File: config.mk
export PLATFORM = sky130hd
export DESIGN_NAME = pc_stack
export DESIGN_NICKNAME = d
export VERILOG_FILES = /design/src/rtl/pc_stack.sv
export SDC_FILE = /design/constraint.sdc
export NUM_CORES = 1
export LEC_CHECK = 0
export BUFFER_PORTS_ARGS = -buffer_cell sky130_fd_sc_hd__buf_2
export CAP_MARGIN = 20
export CORE_MARGIN = 10
export CORE_UTILIZATION = 30
export CTS_CLUSTER_DIAMETER = 40
export DETAILED_ROUTE_END_ITERATION = 6
export GPL_TIMING_DRIVEN = 0
export PLACE_DENSITY_LB_ADDON = 0.1
export SYNTH_ARGS = -nofsm -noshare
export SYNTH_HDL_FRONTEND = slang
export SYNTH_SLANG_ARGS = --single-unit
export TNS_END_PERCENT = 20
File: constraint.sdc
create_clock -name clk -period 3.1 [get_ports clk]
set_clock_uncertainty 0.05 [all_clocks]
set_input_delay 0.465 -clock clk [delete_from_list [all_inputs] [get_ports clk]]
set_output_delay 0.465 -clock clk [all_outputs]
set_load 0.01 [all_outputs]
File: src/rtl/pc_stack.sv
// pc_stack: program counter with a hardware return-address stack and sticky fault flag.
// Optional relative branch (branch/offset ports) is enabled by defining PC_REL_BRANCH_EN.
module pc_stack #(
  parameter int               WIDTH     = 8,
  parameter int               DEPTH     = 4,
  parameter logic [WIDTH-1:0] RESET_VEC = '0
) (
  input  logic                         clk,
  input  logic                         reset,
  input  logic                         enable,
  input  logic                         load,
  input  logic [WIDTH-1:0]             load_value,
  input  logic                         call,
  input  logic                         ret,
  input  logic                         fault_clr,
`ifdef PC_REL_BRANCH_EN
  input  logic                         branch,
  input  logic [WIDTH-1:0]             offset,
`endif
  output logic [WIDTH-1:0]             pc_out,
  output logic [$clog2(DEPTH+1)-1:0]   sp,
  output logic                         stack_full,
  output logic                         stack_empty,
  output logic                         fault
);

  localparam int SPW = $clog2(DEPTH + 1);

  // Sized to the full sp range so sp indexes it without width conversion;
  // entries at DEPTH and above are never written.
  logic [WIDTH-1:0] stack [0:(2**SPW)-1];

  logic [WIDTH-1:0] pc_next;
  logic [SPW-1:0]   sp_next;
  logic             push;
  logic             fault_set;
  logic             fault_next;

  // Priority decode of the request strobes into next PC / stack pointer / fault.
  always_comb begin
    pc_next   = pc_out;
    sp_next   = sp;
    push      = 1'b0;
    fault_set = 1'b0;
    if (call && ret) begin
      fault_set = 1'b1;
    end else if (ret) begin
      if (!stack_empty) begin
        pc_next = stack[sp - SPW'(1)];
        sp_next = sp - SPW'(1);
      end else begin
        fault_set = 1'b1;
      end
    end else if (call) begin
      if (!stack_full) begin
        push    = 1'b1;
        pc_next = load_value;
        sp_next = sp + SPW'(1);
      end else begin
        fault_set = 1'b1;
      end
    end else if (load) begin
      pc_next = load_value;
`ifdef PC_REL_BRANCH_EN
    end else if (branch) begin
      pc_next = pc_out + offset;
`endif
    end else if (enable) begin
      pc_next = pc_out + WIDTH'(1);
    end else begin
      pc_next = pc_out;
    end

    // Set wins over clear when both happen together.
    if (fault_set) begin
      fault_next = 1'b1;
    end else if (fault_clr) begin
      fault_next = 1'b0;
    end else begin
      fault_next = fault;
    end
  end

  // Architectural state; full/empty are registered decodes of the next sp.
  always_ff @(posedge clk or posedge reset) begin
    if (reset) begin
      pc_out      <= RESET_VEC;
      sp          <= '0;
      fault       <= 1'b0;
      stack_full  <= 1'b0;
      stack_empty <= 1'b1;
    end else begin
      pc_out      <= pc_next;
      sp          <= sp_next;
      fault       <= fault_next;
      stack_full  <= (sp_next == SPW'(DEPTH));
      stack_empty <= (sp_next == SPW'(0));
    end
  end

  // Return-address storage; deliberately not reset, a request under reset is dropped.
  always_ff @(posedge clk) begin
    if (push && !reset) begin
      stack[sp] <= pc_out + WIDTH'(1);
    end
  end

endmodule

Word level (Yosys, flattened, before mapping):

Memory sizes are Yosys's and may differ from the RTL's.
Cells that the tools add are included.

* flip-flop bits (word level): 14
* RAM bits: 64
* input bits: 15
* output and inout bits: 14
* logic and storage cells: 44
* memories kept: 1

* add/subtract/negate cells: 3
* eq/ne operators: 3
* muxes and demuxes: 24
* bitwise logic cells: 1
* reduce and logical (&&, ||, !) cells: 7

Memories
* stack: depth 8, bits a word 8, rd ports 1, clocked after memory_dff 0, write ports 1, line 31 `logic [WIDTH-1:0] stack [0:(2**SPW)-1];`

Operators by type and width (count)
* two-way mux 8 bit: 6
* two-way mux 3 bit: 5
* two-way mux 1 bit: 13
* adder 8 x 1 -> 8 bit (second input constant): 1
* AND reduction 4 bit: 1
* nonzero test 4 bit: 1
* adder 3 x 1 -> 3 bit (second input constant): 1
* equality test 3 bit (second input constant): 1
* logical NOT 3 bit: 1
* != test 3 bit (second input constant): 1
* subtractor 3 x 1 -> 3 bit (second input constant): 1
* logical AND 1 bit: 2
* != test 2 bit (second input constant): 1
* nonzero test 2 bit: 1
* logical NOT 1 bit: 1
* NOT 1 bit: 1

Depth between registers and ports, before layout:

Gate-level depths: netlist of run 1.

* depth in word-level cells: 7
* mapped depth: 11
* gate-level depth less buffers: 7

Least setup slack after synthesis of run 1:

No wires, ideal clock.

* kind: reg2reg
* start: reg sp[0]
* end: reg pc_out[3]
* setup time: 0.120 ns
* arrival time: 2.415 ns
* required time: 2.930 ns
* setup slack: 0.515 ns
* cell stages (with the launch flop): 11
* buffers on the path: 3
* period minus slack after synthesis: 2.585 ns
* path through: dfrtp_1 -> buf_2 -> buf_6 -> clkbuf_8 -> inv_1 -> ha_1 -> xor2_4 -> mux4_1 -> nor2_1 -> a31oi_1 -> a31o_1

* word-level cells in the longest chain between the ends: 4

RTL lines
* start: declaration: line 21 `output logic [$clog2(DEPTH+1)-1:0] sp,`
* start signal: assignment: line 94 `sp <= sp_next;`
* subtractor 3 x 1 -> 3 bit: line 49 `pc_next = stack[sp - SPW'(1)];`
* memory read (8 x 8 bit)
* two-way mux 8 bit: line 48 `if (!stack_empty) begin`
* two-way mux 8 bit: line 47 `end else if (ret) begin`
* end signal: assignment: line 93 `pc_out <= pc_next;`
* end: declaration: line 20 `output logic [WIDTH-1:0] pc_out,`

Every way passes these cells. The select of a mux whose other input is x is not followed.
A chain may end at the register's enable or synchronous reset.

Worst setup path in the final report of run 1:

* start: reg sp[0]
* end: reg pc_out[4]

Same word-level chain as after synthesis.

==> impl_metrics.csv, run 1 <==
group,metric,value,unit
logic_synthesis,syn_area_per_cell,14.44,sq um
cts,clock_latency,330,ps
drt,route.detailed.drc,0,
layout,filler_cell_count,1112,
sta,hold_viol_final,0,
layout,diodes,0,
cts,cts_tree,"done",
placed_design,routabilityCongestion,0.7655,
logic_synthesis,synthXorXnorAreaFrac,0.02981,
cts,cts_buffer_depth,2,
placed_design,placed_cells,419,
critical_path,endpoint_kind,"register",
sta,grt_setup_unrepaired,"false",
layout,stdcell_count,435,
sta,fin_crit,2953,ps
placed_design,dp_hpwl,6.467,mm
floorplanning,core,11520,sq um
sta,setup_tns,0,ps
floorplanning,die_w,129.0,um
layout,area_growth,18.48,%
status,outcome,"finished clean",
floorplanning,die_y,129.0,um
cts,cts_buffers,9,
floorplanning,io_pins,29,
placed_design,dp_slack,13.46,ps
sta,maxSlewViolCount,0,
global_routing,track_usage,0.1127,
placed_design,portBuffers,26,
critical_path,crit_family,"buffers and inverters",
cts,h-tree-depth,3,
power,cellPowerDensity,1035,nW/um^2
critical_path,start_kind,"register",
sta,setup_viol,0,
cts,clockRootBuffer,"clkbuf_16",
logic_synthesis,synth-simple-area-share,0.09049,
logic_synthesis,synth_adder_area_share,0.01052,
floorplanning,die_area,16650,sq um
drt,vias,2195,
critical_path,cp.required,3270,ps
critical_path,cp_max_fo,10,
power,power_leakage,1.518,nW
logic_synthesis,synth_compound_area_frac,0.08979,
global_routing,grt-ovfl-total,0,
critical_path,critical_path_class,"reg -> reg",
logic_synthesis,seq_area_frac_synth,0.6373,
cts,clock_sinks,78,
critical_path,critPathArrivalTime,3120,ps
worst_hold_path,hold_path_class,"in -> async",
global_routing,grt_pass1_vias,2218,
power,ir_drop,0.0003111,V
sta,period_share,0.9526,
logic_synthesis,yosys.area.top_type_share,0.5388,
cts,post-cts-setup-buffer-count,0,
logic_synthesis,syn_nets,265,
logic_synthesis,synthArstFlopShare,0.1795,
critical_path,cp_slowest_stage_delay,610,ps
logic_synthesis,synth_top_family_by_area,"multiplexers",
drt,drtIter0Drc,170,
drt,ant_nets,0,
global_routing,grt_pass1_wl,13.71,mm
global_routing,antenna_found_initial,0,
critical_path,cp_slowest_cell,"mux4_1",
logic_synthesis,ys_warn_count,0,
sta,holdWs,156.1,ps
drt,wire_per_inst,20.86,um
layout,drive_above_1_share,0.2397,
logic_synthesis,synth_commonest_cells,"edfxtp_1 (64), nand2_1 (28), a21oi_1 (13), dfrtp_1 (13), nor2_1 (13)",
critical_path,worstPathBufferInverterCount,4,
logic_synthesis,synth.area.mux_share,0.09681,
drt,vias_per_cell,5.046,
logic_synthesis,synthCells,247,
floorplanning,rows,39,
logic_synthesis,syn-cell-area,3567,sq um
drt,drt_pass1_iterations,4,
sta,slew_headroom,0.2936,
sta,finalWorstSetupSlack,147.1,ps
logic_synthesis,yosys-top-cells-area,"edfxtp_1 (54%), dfrtp_1 (9.1%), mux4_1 (4.4%), mux4_2 (4.4%), nand2_1 (2.9%)",
critical_path,crit_path_cell_trace,"clkbuf_4, buf_6, clkbuf_8, inv_1, ha_2, xor2_4, mux4_1, nor2_1, a31oi_1, a31o_1",
sta,tightest_slew,1046,ps
flow_run,cap_violations,0,
cts,clkTransAtPathRegs,60,ps
logic_synthesis,synth_edf_count,64,
logic_synthesis,yosysTopAreaCell,"edfxtp_1",
logic_synthesis,yosysUniqueCellTypes,47,
global_routing,grt_start_max_net_pins,16,
floorplanning,initial_core_util,0.3098,
drt,drt-total-wl,9.072,mm
logic_synthesis,yosys_register_bits,78,
logic_synthesis,synth_most_common_cell,"edfxtp_1",
layout,nets,305,
logic_synthesis,synthFlopType,"edfxtp_1",
sta,fmax,338.6,MHz
==> where the power goes <==
group	internal [W]	switching (W)	leakage (nW)	total, W
logic	0.000703	0.00102	0.624	0.00172
clock network	0.000704	0.000390	0.147	0.00109
registers	0.00145	0.000111	0.747	0.00156
==> timing repair <==
item / 4_1_cts / 5_1_grt
hold buffers: 0 / 0
gates resized for setup: 0 / 3
setup endpoints to repair: 2 / 5
pin swaps: 1 / 0
==> registers in the layout, summed over array words and instances, names as in the netlist <==
| register | count |
|---|---|
| stack_empty | 1 |
| stack | 64 |
| fault | 1 |
| pc_out | 8 |
| stack_full | 1 |
| sp | 3 |
==> worst reg2reg max path, delay by kind of cell, from the launching register on <==
kind | cells | cell delay [ps]
AOI/OAI and AO/OA | 2 | 290
and+or+nand+nor | 1 | 110
adders and majority gates | 1 | 300
DFF | 1 | 410
xor gates and xnor gates | 1 | 350
buffers and inverters | 4 | 720
muxes | 1 | 610
==> cells by family after synthesis <==
logic type | count (synthesis)
XOR/XNOR | 10
AND/OR/NAND/NOR | 69
flip-flops | 78
buffers and inverters | 23
adder cells (fa/ha/maj) | 3
AO/OA/AOI/OAI | 48
multiplexers | 16
==> per-stage QoR <==
| step | power [W] | area, sq um | util |
|---|---|---|---|
| floorplan | 0.002730 | 3567 | - |
| global placement | 0.003287 | 3876 | 0.3366 |
| detailed placement | 0.003317 | 3905 | 0.3391 |
| CTS | 0.004427 | 4214 | 0.3659 |
| global route | 0.004661 | 4227 | 0.3670 |
| finish | 0.004376 | 4227 | 0.3670 |
==> path summary, 6_finish.rpt <==
path / start / endpoint / slack [ps] / depth (start not counted)
min in group clk: fault_clr / fault$_DFFE_PP0P_ / 280 / 2
max reg2reg: sp[0]$_DFF_PP0_ / pc_out[4]$_DFFE_PP0P_ / 150 / 10
min reg2reg: fault$_DFFE_PP0P_ / fault$_DFFE_PP0P_ / 490 / 2
min: reset / fault$_DFFE_PP0P_ / 160 / 2
max in group asynchronous: reset / pc_out[3]$_DFFE_PP0P_ / 2430 / 2
max: sp[0]$_DFF_PP0_ / pc_out[4]$_DFFE_PP0P_ / 150 / 10
==> placed cells by master (no fill, tap or decap), types with 3 or more instances in the layout <==
master,count
a21oi_1,13
mux4_2,7
o311ai_0,3
clkbuf_16,9
dfrtp_1,13
o211ai_1,4
edfxtp_1,64
clkbuf_1,6
o22ai_1,3
nor3_1,8
clkbuf_8,6
nor2_1,13
mux4_1,6
nand2_1,28
nand4_1,3
buf_2,28
xnor2_1,6
a31oi_1,6
inv_1,9
mux2i_1,3
and3_1,3
o21ai_0,7
==> cell type report <==
| cell class | instances | area (sq um) | share of cell area |
|---|---|---|---|
| multi-input cells | 146 | 1147 | 0.2715 |
| well taps | 143 | 178.9 | 0.04233 |
| flip-flops and latches | 78 | 2273 | 0.5379 |
| repair buffers | 29 | 153.9 | 0.03641 |
| inverters | 9 | 33.78 | 0.007993 |
| clock inverters | 4 | 72.57 | 0.01717 |
| clock buffers | 12 | 236.5 | 0.05595 |
| plain buffers | 14 | 130.1 | 0.03079 |
==> metal layers <==
| layer | vias up | routed length (um) | track usage |
|---|---|---|---|
| met5 | - | 0 | 0 |
| met4 | 0 | 223 | 0.06555 |
| met3 | 17 | 594 | 0.03059 |
| met2 | 64 | 4052 | 0.1684 |
| met1 | 1077 | 4200 | 0.1446 |
| li1 | 1037 | - | - |
Note: power is estimated with default switching activity, not from simulation.
==> run 2: changes to the inputs <==
PLACE_DENSITY_LB_ADDON = default   (was 0.1)
==> impl_metrics.csv, run 2 (synthesized netlist as in run 1, its figures left out) <==
group,metric,value,unit
status,outcome,"finished clean",
floorplanning,io_pins,29,
cts,clockRootBuffer,"clkbuf_16",
floorplanning,initial_core_util,0.3098,
cts,cts_buffer_depth,2,
layout,top_register,"stack",
placed_design,routabilityCongestion,0.8728,
cts,cts_buffers,9,
drt,wire_per_inst,18.17,um
floorplanning,core,11520,sq um
global_routing,grt_pass1_vias,2094,
floorplanning,die_w,129.0,um
sta,hold_viol_final,0,
floorplanning,die_area,16650,sq um
layout,final_common_cell,"edfxtp_1",
sta,period_share,0.9333,
critical_path,cp_slowest_cell,"mux4_1",
power,clockPowerShare,0.247,
drt,drt_pass1_iterations,4,
critical_path,reg2regPathDepth,10,
critical_path,endpoint_kind,"register",
cts,clkTransAtPathRegs,60,ps
flow_run,cap_violations,0,
cts,post-cts-setup-buffer-count,0,
sta,finalWorstSetupSlack,206.8,ps
layout,diodes,0,
drt,vias,2167,
layout,layout_common_cells,"edfxtp_1 (64), buf_2 (28), nand2_1 (28)",
cts,hold_buffers,0,
critical_path,timing.rr.start,"sp[0]$_DFF_PP0_",
power,power_leakage,1.488,nW
global_routing,track_usage,0.09732,
global_routing,busiest_layer,"met2",
global_routing,antenna_found_initial,0,
layout,top_regs,"stack (64), pc_out (8), sp (3)",
global_routing,grt_start_max_net_pins,16,
layout,area_growth,17.33,%
power,ir_drop,0.0003493,V
placed_design,dp_slack,160.3,ps
power,switching_power,0.001497,W
global_routing,grt_pass1_wl,12.26,mm
layout,finish.instance_area,4185,sq um
drt,route.detailed.drc,0,
critical_path,cp_max_fo,10,
sta,holdWs,139.8,ps
layout,filler_cell_count,1089,
power,cellPowerDensity,1017,nW/um^2
floorplanning,rows,39,
power,p_comb_frac,0.386,
global_routing,grt_use_met2,0.1502,
sta,slew_headroom,0.3067,
placed_design,place_area,3886,sq um
critical_path,critPathArrivalTime,3070,ps
critical_path,rrSetupSlack,210,ps
worst_hold_path,hold_path_class,"in -> async",
drt,vias_per_cell,5.016,
critical_path,rr_endpoint,"pc_out[4]$_DFFE_PP0P_",
global_routing,met3_usage,0.03467,
power,p_int,0.002759,W
sta,maxSlewViolCount,0,
cts,h-tree-depth,3,
critical_path,start_kind,"register",
layout,final_util,0.3634,
critical_path,cp.required,3270,ps
power,seqPwrFrac,0.367,
sta,fmax,345.6,MHz
sta,grt_setup_unrepaired,"false",
layout,drive_above_1_share,0.2353,
sta,fin_crit,2893,ps
critical_path,cp_slowest_stage_delay,610,ps
cts,clock_latency,330,ps
critical_path,critical_path_class,"reg -> reg",
drt,drtIter0Drc,172,
placed_design,portBuffers,26,
sta,setup_viol,0,
drt,ant_nets,0,
cts,clock_sinks,78,
layout,nets,302,
global_routing,grtUsageMet1,0.1251,
placed_design,dp_hpwl,5.551,mm
sta,setup_tns,0,ps
global_routing,grt-ovfl-total,0,
critical_path,crit_start,"sp[0]$_DFF_PP0_",
floorplanning,die_y,129.0,um
layout,largest_reg_flops,64,
power,switching_share,0.3517,
drt,drt-total-wl,7.850,mm
cts,cts_tree,"done",
critical_path,crit_path_cell_trace,"buf_2, buf_6, clkbuf_8, inv_1, ha_1, xor2_4, mux4_1, nor2_1, a31oi_1, a31o_1",
sta,tightest_slew,1027,ps
run 2: what timing repair did:
action                                  4_1_cts  5_1_grt
gates resized for setup                       0        0
endpoints found under the setup margin        0        1
endpoints found under the hold margin         0        0
run 2: stage by stage:
step                      instances  power (W)
after floorplan                 247   0.002730
after global placement          416   0.003208
after detailed placement        416   0.003244
after CTS                       432   0.004289
after global routing            432   0.004491
final                           432   0.004256
run 2: cell type report:
| cell class | instances | area (sq um) | share of cell area |
|---|---|---|---|
| tap | 143 | 178.9 | 0.04275 |
| inverter | 9 | 33.78 | 0.008072 |
| clock inverter | 6 | 70.07 | 0.01674 |
| timing repair buffer | 26 | 130.1 | 0.03109 |
| buffer | 14 | 127.6 | 0.03049 |
| multi-input combinational | 146 | 1142 | 0.2729 |
| clock buffer | 10 | 229.0 | 0.05471 |
| sequential | 78 | 2273 | 0.5432 |
run 2: power by group through the flow:
| stage | clock [W] | sequential, W | combinational (W) |
|---|---|---|---|
| 3_3_place_gp | 0 | 0.00157 | 0.00163 |
| 5_1_grt | 0.00110 | 0.00158 | 0.00181 |
| 2_1_floorplan | 0 | 0.00159 | 0.00114 |
| 3_5_place_dp | 0 | 0.00158 | 0.00166 |
| 6_report | 0.00105 | 0.00156 | 0.00164 |
| 4_1_cts | 0.00106 | 0.00156 | 0.00167 |
run 2: worst max-delay path by stage:
stage	end	slack, ps	cells after the start
finish	pc_out[4]$_DFFE_PP0P_	210	10
global route	pc_out[4]$_DFFE_PP0P_	20	10
CTS	pc_out[4]$_DFFE_PP0P_	120	10
detailed placement	pc_out[4]$_DFFE_PP0P_	160	10
global placement	stack[1][5]$_DFFE_PP_	9	5
floorplan	pc_out[3]$_DFFE_PP0P_	510	10
run 2: critical path: cells and delay by family (launching register included):
| family | cells | cell delay, ps |
|---|---|---|
| adders and majority gates | 1 | 300 |
| xor gates and xnor gates | 1 | 330 |
| AOI/OAI and AO/OA | 2 | 280 |
| muxes | 1 | 610 |
| DFF | 1 | 380 |
| buffers and inverters | 4 | 710 |
| and+or+nand+nor | 1 | 110 |
run 2: routing by layer:
layer  vias to the layer above  share of wire
met5                         -              0
met4                         0         0.0065
met3                         2          0.070
met2                        73           0.45
met1                      1066           0.47
li1                       1026              -
==> run 3: changes to the inputs <==
BUFFER_PORTS_ARGS = default   (was -buffer_cell sky130_fd_sc_hd__buf_2)
DONT_BUFFER_PORTS = 1   (was default)
==> impl_metrics.csv, run 3 (synthesized netlist as in run 1, its figures left out) <==
group,metric,value,unit
power,ir_drop,0.0003668,V
global_routing,grt_start_max_net_pins,16,
worst_hold_path,hold_path_class,"in -> async",
floorplanning,die_w,129.0,um
layout,finish.instance_area,4103,sq um
layout,final_common_cell,"edfxtp_1",
layout,largest_reg_flops,64,
critical_path,crit_family,"buffers and inverters",
critical_path,cp_slowest_stage_delay,680,ps
placed_design,portBuffers,0,
drt,drt_pass1_iterations,4,
global_routing,track_usage,0.1004,
sta,maxSlewViolCount,0,
status,outcome,"finished clean",
layout,nets,278,
cts,clock_sinks,78,
drt,drt-total-wl,8.004,mm
critical_path,start_kind,"register",
floorplanning,initial_core_util,0.3098,
power,power_leakage,1.417,nW
sta,slew_headroom,0.3159,
sta,holdWs,41.19,ps
drt,drtIter0Drc,207,
critical_path,critPathArrivalTime,3100,ps
floorplanning,die_y,129.0,um
critical_path,cp_slowest_cell,"xnor2_1",
critical_path,cp_max_fo,10,
drt,ant_nets,0,
sta,setup_tns,0,ps
sta,grt_setup_unrepaired,"false",
floorplanning,io_pins,29,
critical_path,cp.required,3290,ps
layout,area_growth,15.01,%
critical_path,worstPathBufferInverterCount,4,
layout,diodes,0,
sta,period_share,0.9407,
cts,clockRootBuffer,"clkbuf_16",
cts,clkTransAtPathRegs,60,ps
global_routing,grt_pass1_wl,12.69,mm
placed_design,placed_cells,391,
drt,vias_per_cell,5.229,
placed_design,routabilityCongestion,0.9370,
layout,stdcell_count,407,
cts,cts_buffer_depth,2,
sta,hold_viol_final,0,
placed_design,dp_hpwl,5.568,mm
flow_run,cap_violations,0,
sta,fin_crit,2916,ps
layout,layout_common_cells,"edfxtp_1 (64), nand2_1 (28), a21oi_1 (13), nor2_1 (13), dfrtp_1 (13)",
sta,tightest_slew,1013,ps
cts,clock_latency,330,ps
placed_design,place_area,3756,sq um
layout,top_register,"stack",
layout,top_regs,"stack (64), pc_out (8), sp (3)",
cts,cts_tree,"done",
floorplanning,core,11520,sq um
drt,vias,2128,
floorplanning,die_area,16650,sq um
layout,drive_above_1_share,0.1591,
cts,cts_buffers,9,
power,cellPowerDensity,1060,nW/um^2
sta,setup_viol,0,
global_routing,grt-ovfl-total,0,
sta,fmax,342.9,MHz
critical_path,crit_path_cell_trace,"clkbuf_4, buf_6, clkbuf_8, inv_1, ha_1, xnor2_1, nand2_1, a41oi_1, o211ai_1, o221ai_1",
critical_path,critical_path_class,"reg -> reg",
drt,wire_per_inst,19.67,um
global_routing,antenna_found_initial,0,
drt,route.detailed.drc,0,
global_routing,grt_pass1_vias,2135,
cts,h-tree-depth,3,
critical_path,endpoint_kind,"register",
floorplanning,rows,39,
-- run 3: changes by cell type in the layout (fill, tap and decap cells not counted) --
| cell | change |
|---|---|
| clkbuf_4 | +1 |
| clkinv_1 | +1 |
| nor3_1 | +1 |
| nor3_2 | -1 |
| buf_4 | +1 |
| clkbuf_1 | -1 |
| clkinv_4 | +2 |
| bufinv_16 | +2 |
| clkinvlp_4 | -3 |
| buf_2 | -26 |
| inv_6 | -2 |
-- run 3: layout make-up --
cell class	instances	area (sq um)
clock buffer	9	225.2
inverter	9	33.78
tap	143	178.9
buffer	14	130.1
sequential	78	2273
multi-input combinational	146	1137
timing repair buffer	2	12.51
fill	1091	7413
clock inverter	6	111.4
-- run 3: path summary, 6_finish.rpt --
| kind | slack (ps) | endpoint | depth (start not counted) | start |
|---|---|---|---|---|
| setup / recovery | 180 | pc_out[7]$_DFFE_PP0P_ | 10 | sp[0]$_DFF_PP0_ |
| hold / removal | 40 | sp[2]$_DFF_PP0_ | 1 | reset |
| setup reg to reg | 180 | pc_out[7]$_DFFE_PP0P_ | 10 | sp[0]$_DFF_PP0_ |
| hold reg to reg | 540 | fault$_DFFE_PP0P_ | 2 | fault$_DFFE_PP0P_ |
| max in group asynchronous | 2560 | pc_out[4]$_DFFE_PP0P_ | 1 | reset |
| min in group clk | 190 | fault$_DFFE_PP0P_ | 1 | fault_clr |
-- run 3: timing repair --
action,in CTS,in global routing
resized for setup,0,1
buffers inserted,0,1
endpoints found under the setup margin,0,4
hold buffers,0,0
-- run 3: routing by layer --
metal / vias up / part of all wire / global-route usage
met1: 1062 / 0.43 / 0.1289
li1: 977 / - / -
met3: 4 / 0.10 / 0.03140
met5: - / 0 / 0
met4: 0 / 0.0067 / 0.03813
met2: 85 / 0.46 / 0.1559
-- run 3: power by group --
group,total (W),switching (W),internal [W]
Clock,0.00118,0.000400,0.000782
Sequential,0.00162,0.000179,0.00145
Combinational,0.00154,0.000901,0.000643
-- run 3: metrics by stage --
stage	utilization	power, W	worst slack (ps)
global placement	0.3253	0.003140	89.73
floorplan	-	0.002730	514.9
detailed placement	0.3262	0.003176	68.91
global route	0.3563	0.004590	2.548
finish	0.3563	0.004351	184.0
CTS	0.3554	0.004353	39.22
